### src/rtl/prog_store_seq.sv
// prog_store_seq
//   Program store with a built-in fetch sequencer. The host loads instruction
//   words by address and reads them back through a registered port. On `run`
//   the stored program streams out in address order over a valid/ready port,
//   with jump, halt and end-of-program handling.
//
//   Build option: define PROG_LOOP_EN to make the fetch wrap from the last
//   word back to address 0 instead of stopping in DONE.
//
// Ports
//   c          clock, all state on the rising edge
//   rst_n      asynchronous active-low reset
//   str/ld/a   host write strobe / read strobe / address
//   d_in       host write data
//   d, d_vld   registered host read data and its one-cycle valid
//   prog_clr   clears prog_len and err (ignored while running)
//   run        start or restart fetch from address 0
//   halt       abort fetch, back to IDLE
//   jmp        redirect fetch to jmp_addr
//   f_rdy      downstream ready
//   f_vld      fetch word valid
//   f_data     fetched word
//   f_pc       address of f_data
//   prog_len   highest written address + 1
//   busy       high while running
//   err        sticky error flag
//   state_dbg  FSM state: 0 = IDLE, 1 = RUN, 2 = DONE
//
// Fetch handshake: a word transfers on a rising edge where f_vld && f_rdy.
// While f_vld is high and f_rdy is low, f_data and f_pc hold. f_vld never
// depends combinationally on f_rdy. A jump or halt withdraws f_vld even if
// the current word was being accepted on that edge.

module prog_store_seq #(
   parameter int DATA_W = 32,
   parameter int ADDR_W = 4
) (
   input  logic              c,
   input  logic              rst_n,
   input  logic              str,
   input  logic              ld,
   input  logic [ADDR_W-1:0] a,
   input  logic [DATA_W-1:0] d_in,
   output logic [DATA_W-1:0] d,
   output logic              d_vld,
   input  logic              prog_clr,
   input  logic              run,
   input  logic              halt,
   input  logic              jmp,
   input  logic [ADDR_W-1:0] jmp_addr,
   input  logic              f_rdy,
   output logic              f_vld,
   output logic [DATA_W-1:0] f_data,
   output logic [ADDR_W-1:0] f_pc,
   output logic [ADDR_W:0]   prog_len,
   output logic              busy,
   output logic              err,
   output logic [1:0]        state_dbg
);

   localparam int DEPTH = 2 ** ADDR_W;
   localparam logic [ADDR_W:0]   PC_ONE = {{ADDR_W{1'b0}}, 1'b1};
   localparam logic [ADDR_W-1:0] ADDR_ZERO = '0;

   typedef enum logic [1:0] {
      S_IDLE = 2'd0,
      S_RUN  = 2'd1,
      S_DONE = 2'd2
   } state_t;

   state_t state_q, state_d;

   // pc is one bit wider than an address so it can sit at prog_len == DEPTH
   logic [ADDR_W:0]   pc_q;
   logic [DATA_W-1:0] mem [DEPTH];

   logic            in_run;
   logic            wr_en;
   logic            clr_en;
   logic            run_ok;
   logic            run_rej;
   logic            jmp_in_range;
   logic            jmp_ok;
   logic            jmp_bad;
   logic            issue_slot;
   logic            at_end;
   logic [ADDR_W:0] wr_end;
   logic [ADDR_W:0] len_base;
   logic [ADDR_W:0] len_d;
   logic            err_d;

   assign in_run       = (state_q == S_RUN);
   assign wr_en        = str && !in_run;
   assign clr_en       = prog_clr && !in_run;
   assign run_ok       = run && !in_run && (prog_len != '0);
   assign run_rej      = run && !in_run && (prog_len == '0);
   assign jmp_in_range = ({1'b0, jmp_addr} < prog_len);
   assign jmp_ok       = in_run && !halt && jmp && jmp_in_range;
   assign jmp_bad      = in_run && !halt && jmp && !jmp_in_range;
   // An issue opportunity exists when the output slot is empty or being drained
   assign issue_slot   = in_run && !halt && !jmp_ok && (!f_vld || f_rdy);
   // pc cannot pass prog_len: prog_len is frozen while running
   assign at_end       = !(pc_q < prog_len);

   // Program length grows to cover the highest written address; a clear in
   // the same cycle as a write leaves just the written extent.
   assign wr_end   = {1'b0, a} + PC_ONE;
   assign len_base = clr_en ? '0 : prog_len;
   assign len_d    = (wr_en && (wr_end > len_base)) ? wr_end : len_base;

   // New error events win over a clear in the same cycle
   assign err_d = (clr_en ? 1'b0 : err) | (str && in_run) | run_rej | jmp_bad;

   assign busy      = in_run;
   assign state_dbg = state_q;

   // ---------------------------------------------------------------- FSM
   always_ff @(posedge c or negedge rst_n) begin
      if (!rst_n) begin
         state_q <= S_IDLE;
      end else begin
         state_q <= state_d;
      end
   end

   always_comb begin
      state_d = state_q;
      unique case (state_q)
         S_IDLE, S_DONE: begin
            if (run_ok) state_d = S_RUN;
         end
         S_RUN: begin
            if (halt) begin
               state_d = S_IDLE;
            end else if (issue_slot && at_end) begin
`ifdef PROG_LOOP_EN
               state_d = S_RUN;
`else
               state_d = S_DONE;
`endif
            end
         end
         default: state_d = S_IDLE;
      endcase
   end

   // ------------------------------------------------------------- storage
   // Not reset. Writes are held off while reset is asserted.
   always_ff @(posedge c) begin
      if (wr_en && rst_n) begin
         mem[a] <= d_in;
      end
   end

   // ------------------------------------------------------------ datapath
   always_ff @(posedge c or negedge rst_n) begin
      if (!rst_n) begin
         d        <= '0;
         d_vld    <= 1'b0;
         f_vld    <= 1'b0;
         f_data   <= '0;
         f_pc     <= '0;
         prog_len <= '0;
         err      <= 1'b0;
         pc_q     <= '0;
      end else begin
         // Host read samples the array before this edge's write lands
         d_vld <= ld;
         if (ld) begin
            d <= mem[a];
         end

         prog_len <= len_d;
         err      <= err_d;

         if (run_ok) begin
            pc_q <= '0;
         end

         if (in_run && halt) begin
            f_vld <= 1'b0;
            pc_q  <= '0;
         end else if (jmp_ok) begin
            f_vld <= 1'b0;
            pc_q  <= {1'b0, jmp_addr};
         end else if (issue_slot) begin
            if (!at_end) begin
               f_data <= mem[pc_q[ADDR_W-1:0]];
               f_pc   <= pc_q[ADDR_W-1:0];
               f_vld  <= 1'b1;
               pc_q   <= pc_q + PC_ONE;
            end else begin
`ifdef PROG_LOOP_EN
               f_data <= mem[ADDR_ZERO];
               f_pc   <= ADDR_ZERO;
               f_vld  <= 1'b1;
               pc_q   <= PC_ONE;
`else
               f_vld  <= 1'b0;
`endif
            end
         end
      end
   end

endmodule
### config.mk
export PLATFORM = sky130hd
export DESIGN_NAME = prog_store_seq
export DESIGN_NICKNAME = d
export VERILOG_FILES = /design/src/rtl/prog_store_seq.sv
export SDC_FILE = /design/constraint.sdc
export NUM_CORES = 1
export LEC_CHECK = 0
export CELL_PAD_IN_SITES_DETAIL_PLACEMENT = 1
export CELL_PAD_IN_SITES_GLOBAL_PLACEMENT = 2
export CORE_UTILIZATION = 25
export DETAILED_ROUTE_END_ITERATION = 16
export GPL_ROUTABILITY_DRIVEN = 0
export PLACE_DENSITY = 0.55
export RECOVER_POWER = 50
export SYNTH_ARGS = -nofsm -noshare
export SYNTH_HDL_FRONTEND = slang
export SYNTH_SLANG_ARGS = --single-unit
export TNS_END_PERCENT = 50
### constraint.sdc
create_clock -name c -period 7.5 [get_ports c]
set_input_delay 1.5 -clock c [delete_from_list [all_inputs] [get_ports c]]
set_output_delay 1.5 -clock c [all_outputs]
set_load 0.005 [all_outputs]
==> metrics.md, run 1 <==
| Metric | Value |
|---|---|
| Status | finished with violations |
| Failing checks | capacitance limit, slew limit |
| Number of distinct library cells after synthesis | 42 |
| Combinational share of power | 21.2% |
| Startpoint types | flop |
| Number of max-slew violations in the final report | 161 |
| Vias | 14.45k |
| Max cap viols | 4 |
| Initial drt markers | 1004 |
| Flops & latches, synth | 595 |
| Post-synthesis net count | 1455 |
| Num CTS Buffers | 70 |
| Synthesis Warnings | 0 |
| Post-synth top cells | 512 x edfxtp_1, 256 x mux4_2, 96 x a22oi_1 |
| CP Max Fanout | 39 |
| CTS tree | yes |
| RSZ-0062 raised after global routing | false |
| Fillers | 10.82k |
| Area contributors post-synth | edfxtp_1 57%, mux4_2 21%, dfrtp_1 7.7%, mux2_2 3.1%, a22oi_1 2.7% |
| Tcrit/Tclk final | 66.34% |
| Overall die width | 330.7 um |
| PwrDens | 293.6 nW/um^2 |
| Vias in the first global route | 16.17k |
| Placed cell count | 2854 |
| Buffer count from post-CTS setup fixing | 0 |
| Most common cell in the netlist | edfxtp_1 |
| Dpl hpwl | 46560 um |
| ANT nets after route | 0 |
| Netlist Area Pre-Place | 27000 sq um |
| CP endpoint kind | flop |
| Chip height | 330.7 um |
| Clk_lat worst skew | 0.61 ns |
| Post-synthesis sequential area ratio | 64.63% |
| Avg WL per Cell | 27.21 um |
| Total die area | 109300 sq um |
| Fmax | 0.2010 GHz |
| Crit path DAT | 5.45 ns |
| Routed vias/inst | 4.841 |
| Post-CTS Hold Fix Bufs | 0 |
| VDD IR-drop max | 0.1416 mV |
| WS Path Type | reg -> reg |
| Switching power | 2.593 mW |
| Top cell type by total area after synthesis | edfxtp_1 |
| GRT Overall Usage | 15.01% |
| Nets | 1589 |
| Area growth syn-to-layout | 19.40% |
| Final wirelength | 81210 um |
| Resized cells post-CTS | 0 |
| Starting density of the core | 25.22% |
| Largest net degree at the start of global routing | 62 |
| Avg Cell Area, Syn | 19.44 sq um |
| Number of clock sinks | 595 |
| # IOs | 128 |
| Dpl ws | 2.960 ns |
| Buffers on Ports | 127 |
| Register area | 17460 sq um |
| Clock power frac | 36.8% |
| Worst-case clock buffer depth | 3 |
| Cells after Synth | 1389 |
| Worst-Margin Slew | 3.078 ns |
| Internal | 6.874 mW |
| Std cell rows | 120 |
| Fin crit period | 4.975 ns |
| Worst min-delay path class | reg -> reg |
| Clock slew seen by the registers of the worst setup and hold paths | 0.06 ns |
| Worst clock skew | 0.02214 ns |
| Area of the multi-input gates | 9026 sq um |
| DR DRC count | 0 |
| First-pass GRT wire length | 117100 um |
| Most common flop cell mapped by yosys | edfxtp_1 |
| Worst Path Required | 7.97 ns |
| Worst rel slew slack | -105.2% |
| Setup_tns | 0 ns |
| # H-tree levels | 3 |
| Final setup violation count | 0 |
| Share of cells above drive strength 1 | 32.87% |
| Async S/R FF share, synth | 13.95% |
| Initial antenna violation count | 5 |
| Total core area | 107100 sq um |
| CTS root buf | clkbuf_16 |
| Area share of the largest cell type after synthesis | 56.94% |
| Drt pass-1 iters | 5 |
| Reg power frac | 42.1% |
| GRT Residual Overflow | 0 |
| Reg2reg path depth | 6 |
| Final worst setup slack | 2.525 ns |
| Hold path cells | 1 |
| Post-synth EDFFs | 512 |
| Endpoints failing hold | 0 |
| Static leakage | 10.36 nW |
| Sw Ratio | 27.39% |
| Non-Filler Instances | 2985 |
## critical path, stage by stage (launching register included)
cell,delay (ns)
dfrtp_1,1.86
ha_1,0.50
o211ai_1,0.17
o21ai_0,0.22
a2111oi_4,0.74
and2_4,0.91
mux2_2,0.41
## state kept, by name, summed over array words and instances (netlist names)
signal / cells
mem: 512
pc_q: 5
prog_len: 5
d: 32
err: 1
d_vld: 1
state_dbg: 2
f_data: 32
f_vld: 1
f_pc: 4
## kinds of logic (layout without fill, tap and decap cells)
family                   after synthesis  count (layout)  share of synthesized area, %
flip-flops                           595             595                         64.63
multiplexers                         364             364                         26.26
AO/OA/AOI/OAI                        161             161                         4.101
buffers and inverters                145             335                         2.335
AND/OR/NAND/NOR                      105             105                         1.826
adder cells (fa/ha/maj)               17              17                        0.7877
XOR/XNOR                               2               2                       0.06488
other                                  0               3                             0
## power groups by stage
stage               clock network [mW]  registers [mW]  logic [mW]
floorplan                            0            3.94        1.24
global placement                     0            4.05        2.05
detailed placement                   0            4.06        2.06
CTS                               3.58            3.99        2.07
global route                      3.68            4.01        2.18
finish                            3.48            3.98        2.01
## cell usage in the layout, fill, tap and decap left out, types with 4 or more instances in the layout
master,Yosys,layout
clkinv_2,0,8
ha_1,17,17
clkbuf_16,0,71
nand2b_1,5,5
inv_1,45,45
clkdlybuf4s50_1,0,84
clkbuf_8,0,6
clkinv_1,0,12
mux4_2,256,256
inv_6,0,5
nor2_4,0,8
nor2_1,17,9
mux2_4,30,30
dlygate4sd3_1,0,38
dfrtp_1,83,82
mux2_2,75,75
nand3_1,5,5
a21oi_1,10,10
buf_4,0,33
nand2_1,48,48
o21ai_0,41,42
a22oi_1,96,96
bufinv_16,0,9
edfxtp_1,512,512
clkbuf_1,71,21
nor2b_1,7,4
and2_1,8,4
nor3_2,0,4
## layout make-up
type	count	share of cell area [%]
well taps	1403	5.444
inverters	45	0.5239
diodes	3	0.02328
clock buffers	93	5.922
clock inverters	35	1.261
repair buffers	162	4.695
flip-flops and latches	595	54.14
multi-input cells	649	27.99
## per-layer routing
| layer | up-vias | part of all wire, % | GRT usage [%] |
|---|---|---|---|
| met4 | 0 | 2.2 | 4.137 |
| met3 | 119 | 3.5 | 2.102 |
| met5 | - | 0 | 0 |
| li1 | 6094 | - | - |
| met2 | 323 | 50 | 25.88 |
| met1 | 7914 | 44 | 19.65 |
## final timing paths
check                      slack, ns               endpoint           startpoint
hold reg to reg                 0.50    f_pc[0]$_DFFE_PN0P_  f_pc[0]$_DFFE_PN0P_
min in group asynchronous       2.26  f_data[3]$_DFFE_PN0P_                rst_n
setup / recovery                2.52  f_data[0]$_DFFE_PN0P_    pc_q[1]$_DFF_PN0_
setup reg to reg                2.52  f_data[0]$_DFFE_PN0P_    pc_q[1]$_DFF_PN0_
max in group asynchronous       3.17      pc_q[0]$_DFF_PN0_                rst_n
hold / removal                  0.50    f_pc[0]$_DFFE_PN0P_  f_pc[0]$_DFFE_PN0P_
## through the flow
| step | power [mW] | hold slack [ns] | instance area (sq um) | util, % |
|---|---|---|---|---|
| after global placement | 6.102 | 0.4966 | 29970 | 28.00 |
| final | 9.467 | 0.5045 | 32240 | 30.12 |
| after global routing | 9.867 | 0.5352 | 32240 | 30.11 |
| after CTS | 9.642 | 0.5214 | 32290 | 30.16 |
| after detailed placement | 6.118 | 0.4951 | 29970 | 28.00 |
| after floorplan | 5.183 | 0.5053 | 27000 | - |
No activity file was read; power rests on OpenSTA's default activity.
==> run 2: changes to the inputs <==
==> constraint.sdc (replaced) <==
create_clock -name c -period 4.9 [get_ports c]
set_input_delay 0.98 -clock c [delete_from_list [all_inputs] [get_ports c]]
set_output_delay 0.98 -clock c [all_outputs]
set_load 0.005 [all_outputs]
==> metrics.md, run 2 (same netlist as run 1, synthesis figures left out) <==
| Metric | Value |
|---|---|
| # H-tree levels | 3 |
| Worst min-delay path startpoint | f_data[0]$_DFFE_PN0P_ |
| PwrDens | 447.2 nW/um^2 |
| Worst-case clock buffer depth | 3 |
| Static leakage | 10.46 nW |
| Worst min-delay path class | reg -> reg |
| Final setup violation count | 0 |
| ANT nets after route | 0 |
| Fmax | 0.2825 GHz |
| VDD IR-drop max | 0.2003 mV |
| Reg2Reg Launch Point | pc_q[1]$_DFF_PN0_ |
| Resized cells post-CTS | 0 |
| Worst Path Required | 5.15 ns |
| RSZ-0062 raised after global routing | false |
| Startpoint types | input pin |
| Most frequent cells in the layout | 512 x edfxtp_1, 256 x mux4_2, 96 x a22oi_1, 81 x dfrtp_1, 76 x clkdlybuf4s50_1 |
| Number of max-slew violations in the final report | 38 |
| Area growth syn-to-layout | 20.24% |
| Worst-Margin Slew | 1.783 ns |
| Status | finished with violations |
| Post-CTS Hold Fix Bufs | 0 |
| # IOs | 128 |
| Failing checks | capacitance limit, slew limit |
| Std cell rows | 120 |
| CTS tree | yes |
| Nets | 1602 |
| Initial antenna violation count | 6 |
| Clock slew seen by the registers of the worst setup and hold paths | 0.06 ns |
| Setup_tns | 0 ns |
| CP endpoint kind | flop |
| Clk_lat worst skew | 0.62 ns |
| Dpl hpwl | 47570 um |
| Chip height | 330.7 um |
| Number of flip-flops in the largest register | 512 |
| Endpoints failing hold | 0 |
| GRT Overall Usage | 15.13% |
| Top reg by flops | mem |
| ANT cells | 0 |
| Largest registers | mem: 512 flops, d: 32 flops, f_data: 32 flops |
| Buffers on Ports | 127 |
| Avg WL per Cell | 27.12 um |
| Max cap viols | 2 |
| CTS root buf | clkbuf_16 |
| Worst clock skew | 0.03693 ns |
| DR DRC count | 0 |
| Fin crit period | 3.539 ns |
| Largest net degree at the start of global routing | 85 |
| Num CTS Buffers | 71 |
| WS Path Type | in -> reg |
| GRT Residual Overflow | 0 |
| Total die area | 109300 sq um |
| Tot Pwr | 14.52 mW |
| Overall die width | 330.7 um |
| Fin util | 30.33% |
| First-pass GRT wire length | 118100 um |
| Share of cells above drive strength 1 | 33.82% |
| Routed vias/inst | 4.841 |
| Number of clock sinks | 595 |
| Buffer count from post-CTS setup fixing | 0 |
| Most common cell after layout, fill and taps aside | edfxtp_1 |
| Crit path DAT | 3.79 ns |
| Total core area | 107100 sq um |
| Starting density of the core | 25.22% |
| Final wirelength | 81200 um |
| Drt pass-1 iters | 5 |
| Flop-to-flop setup slack | 1.53 ns |
| Tcrit/Tclk final | 72.23% |
| Critical Path Source | a[3] |
| Vias in the first global route | 16.42k |
| Worst rel slew slack | -18.83% |
| Initial drt markers | 1049 |
| Vias | 14.50k |
| CP Max Fanout | 21 |
-- run 2: cell count changes in the layout (fill, tap and decap cells not counted), sizes merged --
cell / previous run / this run
diode: 3 / 0
dlygate4sd3: 38 / 46
buf: 35 / 46
clkbuf: 98 / 106
bufinv: 9 / 6
inv: 50 / 48
clkdlybuf4s50: 84 / 76
clkinv: 20 / 18
-- run 2: final timing paths --
path / cells after the start / to
max in group asynchronous: 3 / f_data[20]$_DFFE_PN0P_
min in group asynchronous: 2 / pc_q[0]$_DFF_PN0_
hold reg to reg: 1 / f_data[0]$_DFFE_PN0P_
setup reg to reg: 7 / f_data[9]$_DFFE_PN0P_
hold / removal: 1 / f_data[0]$_DFFE_PN0P_
setup / recovery: 5 / mem[15][13]$_DFFE_PP_
-- run 2: layout make-up --
class,count,area [sq um]
clock inverters,28,292.8
fillers,10820,74580
inverters,45,168.9
well taps,1403,1755
multi-input cells,649,9054
repair buffers,174,1689
flip-flops and latches,595,17460
clock buffers,100,2051
-- run 2: critical path, cell delays in order --
cell and delay [ns]:
dlygate4sd3_1 0.94, nand3_1 0.19, inv_1 0.13, and2_0 0.97, buf_4 0.53
-- run 2: layer usage --
metal | part of all wire (%) | global-route usage [%]
met5 | 0.026 | 0
met4 | 2.5 | 4.338
met3 | 3.4 | 2.407
met2 | 51 | 26.06
met1 | 43 | 19.57
-- run 2: through the flow --
stage / cell area (sq um) / hold WS, ns / instances / setup slack [ns]
floorplan: 27000 / 0.5053 / 1389 / 0.4358
global placement: 30150 / 0.4979 / 2866 / 1.059
detailed placement: 30150 / 0.4948 / 2866 / 1.085
CTS: 32490 / 0.5143 / 2994 / 1.412
global route: 32470 / 0.5250 / 2994 / 1.225
finish: 32470 / 0.5055 / 2994 / 1.361
-- run 2: power breakdown --
| group | total, mW | internal, mW | leakage (nW) | switching (mW) |
|---|---|---|---|---|
| sequential | 6.05 | 5.78 | 5.64 | 0.275 |
| combinational | 3.11 | 1.54 | 3.67 | 1.57 |
| clock | 5.36 | 3.23 | 1.15 | 2.13 |
==> run 3: changes to the inputs <==
--- a/config.mk
+++ b/config.mk
@@ -10,7 +10,7 @@
 export CORE_UTILIZATION = 25
 export DETAILED_ROUTE_END_ITERATION = 16
 export GPL_ROUTABILITY_DRIVEN = 0
-export PLACE_DENSITY = 0.55
+export PLACE_DENSITY = 0.56
 export RECOVER_POWER = 50
 export SYNTH_ARGS = -nofsm -noshare
 export SYNTH_HDL_FRONTEND = slang
==> constraint.sdc (replaced) <==
create_clock -name c -period 3 [get_ports c]
set_input_delay 0.6 -clock c [delete_from_list [all_inputs] [get_ports c]]
set_output_delay 0.6 -clock c [all_outputs]
set_load 0.005 [all_outputs]
==> metrics.md, run 3 (same netlist as run 1, synthesis figures left out) <==
| Metric | Value |
|---|---|
| Status | finished with violations |
| Failing checks | capacitance limit, slew limit |
| Crit path DAT | 2.15 ns |
| Total die area | 109300 sq um |
| CP Max Fanout | 10 |
| Largest net degree at the start of global routing | 133 |
| Initial antenna violation count | 8 |
| Clock power frac | 35.7% |
| Buffers on Ports | 127 |
| Vias in the first global route | 16.68k |
| RSZ-0062 raised after global routing | false |
| Worst min-delay path class | in -> async |
| Resized cells post-CTS | 0 |
| GRT Residual Overflow | 0 |
| Avg WL per Cell | 27.16 um |
| Number of clock sinks | 595 |
| Worst clock skew | 0.02072 ns |
| GRT Overall Usage | 15.25% |
| Placed inst area | 31050 sq um |
| Combinational share of power | 23.2% |
| Buffer count from post-CTS setup fixing | 0 |
| CTS tree | yes |
| Worst rel slew slack | -44.76% |
| Num CTS Buffers | 70 |
| Fmax | 0.3630 GHz |
| Reg power frac | 41.0% |
| Total core area | 107100 sq um |
| Final wirelength | 82600 um |
| Vias | 14.71k |
| Drt pass-1 iters | 5 |
| # H-tree levels | 3 |
| Initial drt markers | 943 |
| Chip height | 330.7 um |
| Routed vias/inst | 4.836 |
| Tcrit/Tclk final | 91.83% |
| Internal | 17.31 mW |
| Flop-to-flop setup slack | 0.36 ns |
| Overall die width | 330.7 um |
| DR DRC count | 0 |
| First-pass GRT wire length | 119100 um |
| CP endpoint kind | output pin |
| Startpoint types | flop |
| Most frequent cells in the layout | 512 x edfxtp_1, 256 x mux4_2, 96 x a22oi_1, 89 x clkdlybuf4s50_1, 81 x dfrtp_1 |
| Clock slew seen by the registers of the worst setup and hold paths | 0.06 ns |
| Static leakage | 10.82 nW |
| Top reg by flops | mem |
| Fin area | 33310 sq um |
| # IOs | 128 |
| Worst-Margin Slew | 2.171 ns |
| Endpoints failing hold | 0 |
| WS Path Type | reg -> out |
| ANT nets after route | 0 |
| Starting density of the core | 25.22% |
| Std cell rows | 120 |
| Post-CTS Hold Fix Bufs | 0 |
| Largest registers | mem: 512 flops, d: 32 flops, f_data: 32 flops |
| Number of max-slew violations in the final report | 83 |
| Worst Path Required | 2.40 ns |
| Share of cells above drive strength 1 | 35.98% |
| Worst-case clock buffer depth | 3 |
| Number of flip-flops in the largest register | 512 |
| Dpl hpwl | 49110 um |
| Fin crit period | 2.755 ns |
| CTS root buf | clkbuf_16 |
| Clk_lat worst skew | 0.60 ns |
| Max cap viols | 2 |
| PwrDens | 716.5 nW/um^2 |
| VDD IR-drop max | 0.3303 mV |
| Fin util | 31.11% |
| Switching power | 6.555 mW |
| Area growth syn-to-layout | 23.34% |
| Final setup violation count | 0 |
| Most common cell after layout, fill and taps aside | edfxtp_1 |
| Sw Ratio | 27.47% |
| Nets | 1651 |
run 3: changes by cell type in the layout (fill, tap and decap cells not counted), sizes merged:
cell and change:
diode +1, clkinv +3, dlygate4sd3 -13, buf +48, clkdlybuf4s50 +13, inv -2
clkinvlp +1, bufinv -1, clkbuf -3
run 3: worst max-delay path, cell delays in order (launching register included):
cell	delay, ns
dfrtp_1	0.41
nand2b_1	0.37
inv_1	0.25
clkdlybuf4s50_1	0.53
run 3: power groups by stage:
stage	sequential (mW)	combinational [mW]	clock [mW]
floorplan	9.85	3.11	0
finish	9.79	5.55	8.53
global route	9.85	5.98	9.02
CTS	9.81	5.70	8.79
global placement	9.97	5.66	0
detailed placement	9.96	5.69	0
run 3: layout make-up:
class	instances	area [sq um]
diodes	1	2.502
multi-input cells	649	9085
well taps	1403	1755
clock inverters	29	290.3
clock buffers	95	1991
inverters	45	168.9
flip-flops and latches	595	17460
repair buffers	224	2554
fillers	10770	73750
run 3: final timing paths:
path | startpoint | to | cells past startpoint
worst max-delay path | state_dbg[1]$_DFFE_PN0P_ | busy | 3
worst min-delay path | rst_n | d[6]$_DFFE_PN0P_ | 2
worst max register to register | state_dbg[1]$_DFFE_PN0P_ | prog_len[2]$_DFF_PN0_ | 10
worst min register to register | f_data[0]$_DFFE_PN0P_ | f_data[0]$_DFFE_PN0P_ | 1
max in group asynchronous | rst_n | d[28]$_DFFE_PN0P_ | 3
min in group c | a[2] | prog_len[4]$_DFF_PN0_ | 3
run 3: per-stage QoR:
stage	instances	setup slack [ns]	hold slack (ns)	power, mW	TNS, ns
detailed placement	2916	0.02180	0.4969	15.65	0
finish	3041	0.2452	0.2843	23.86	0
global placement	2916	0.04683	0.4992	15.62	0
global route	3040	0.1506	0.3284	24.85	0
floorplan	1389	-0.2378	0.3044	12.96	-78.83
CTS	3040	0.1938	0.08532	24.30	0
run 3: per-layer routing:
| layer | GRT usage (%) | up-vias | share of wire [%] |
|---|---|---|---|
| li1 | - | 6214 | - |
| met3 | 2.156 | 127 | 3.7 |
| met1 | 19.65 | 8054 | 43 |
| met5 | 0 | - | 0.038 |
| met2 | 26.54 | 304 | 51 |
| met4 | 4.418 | 6 | 2.2 |
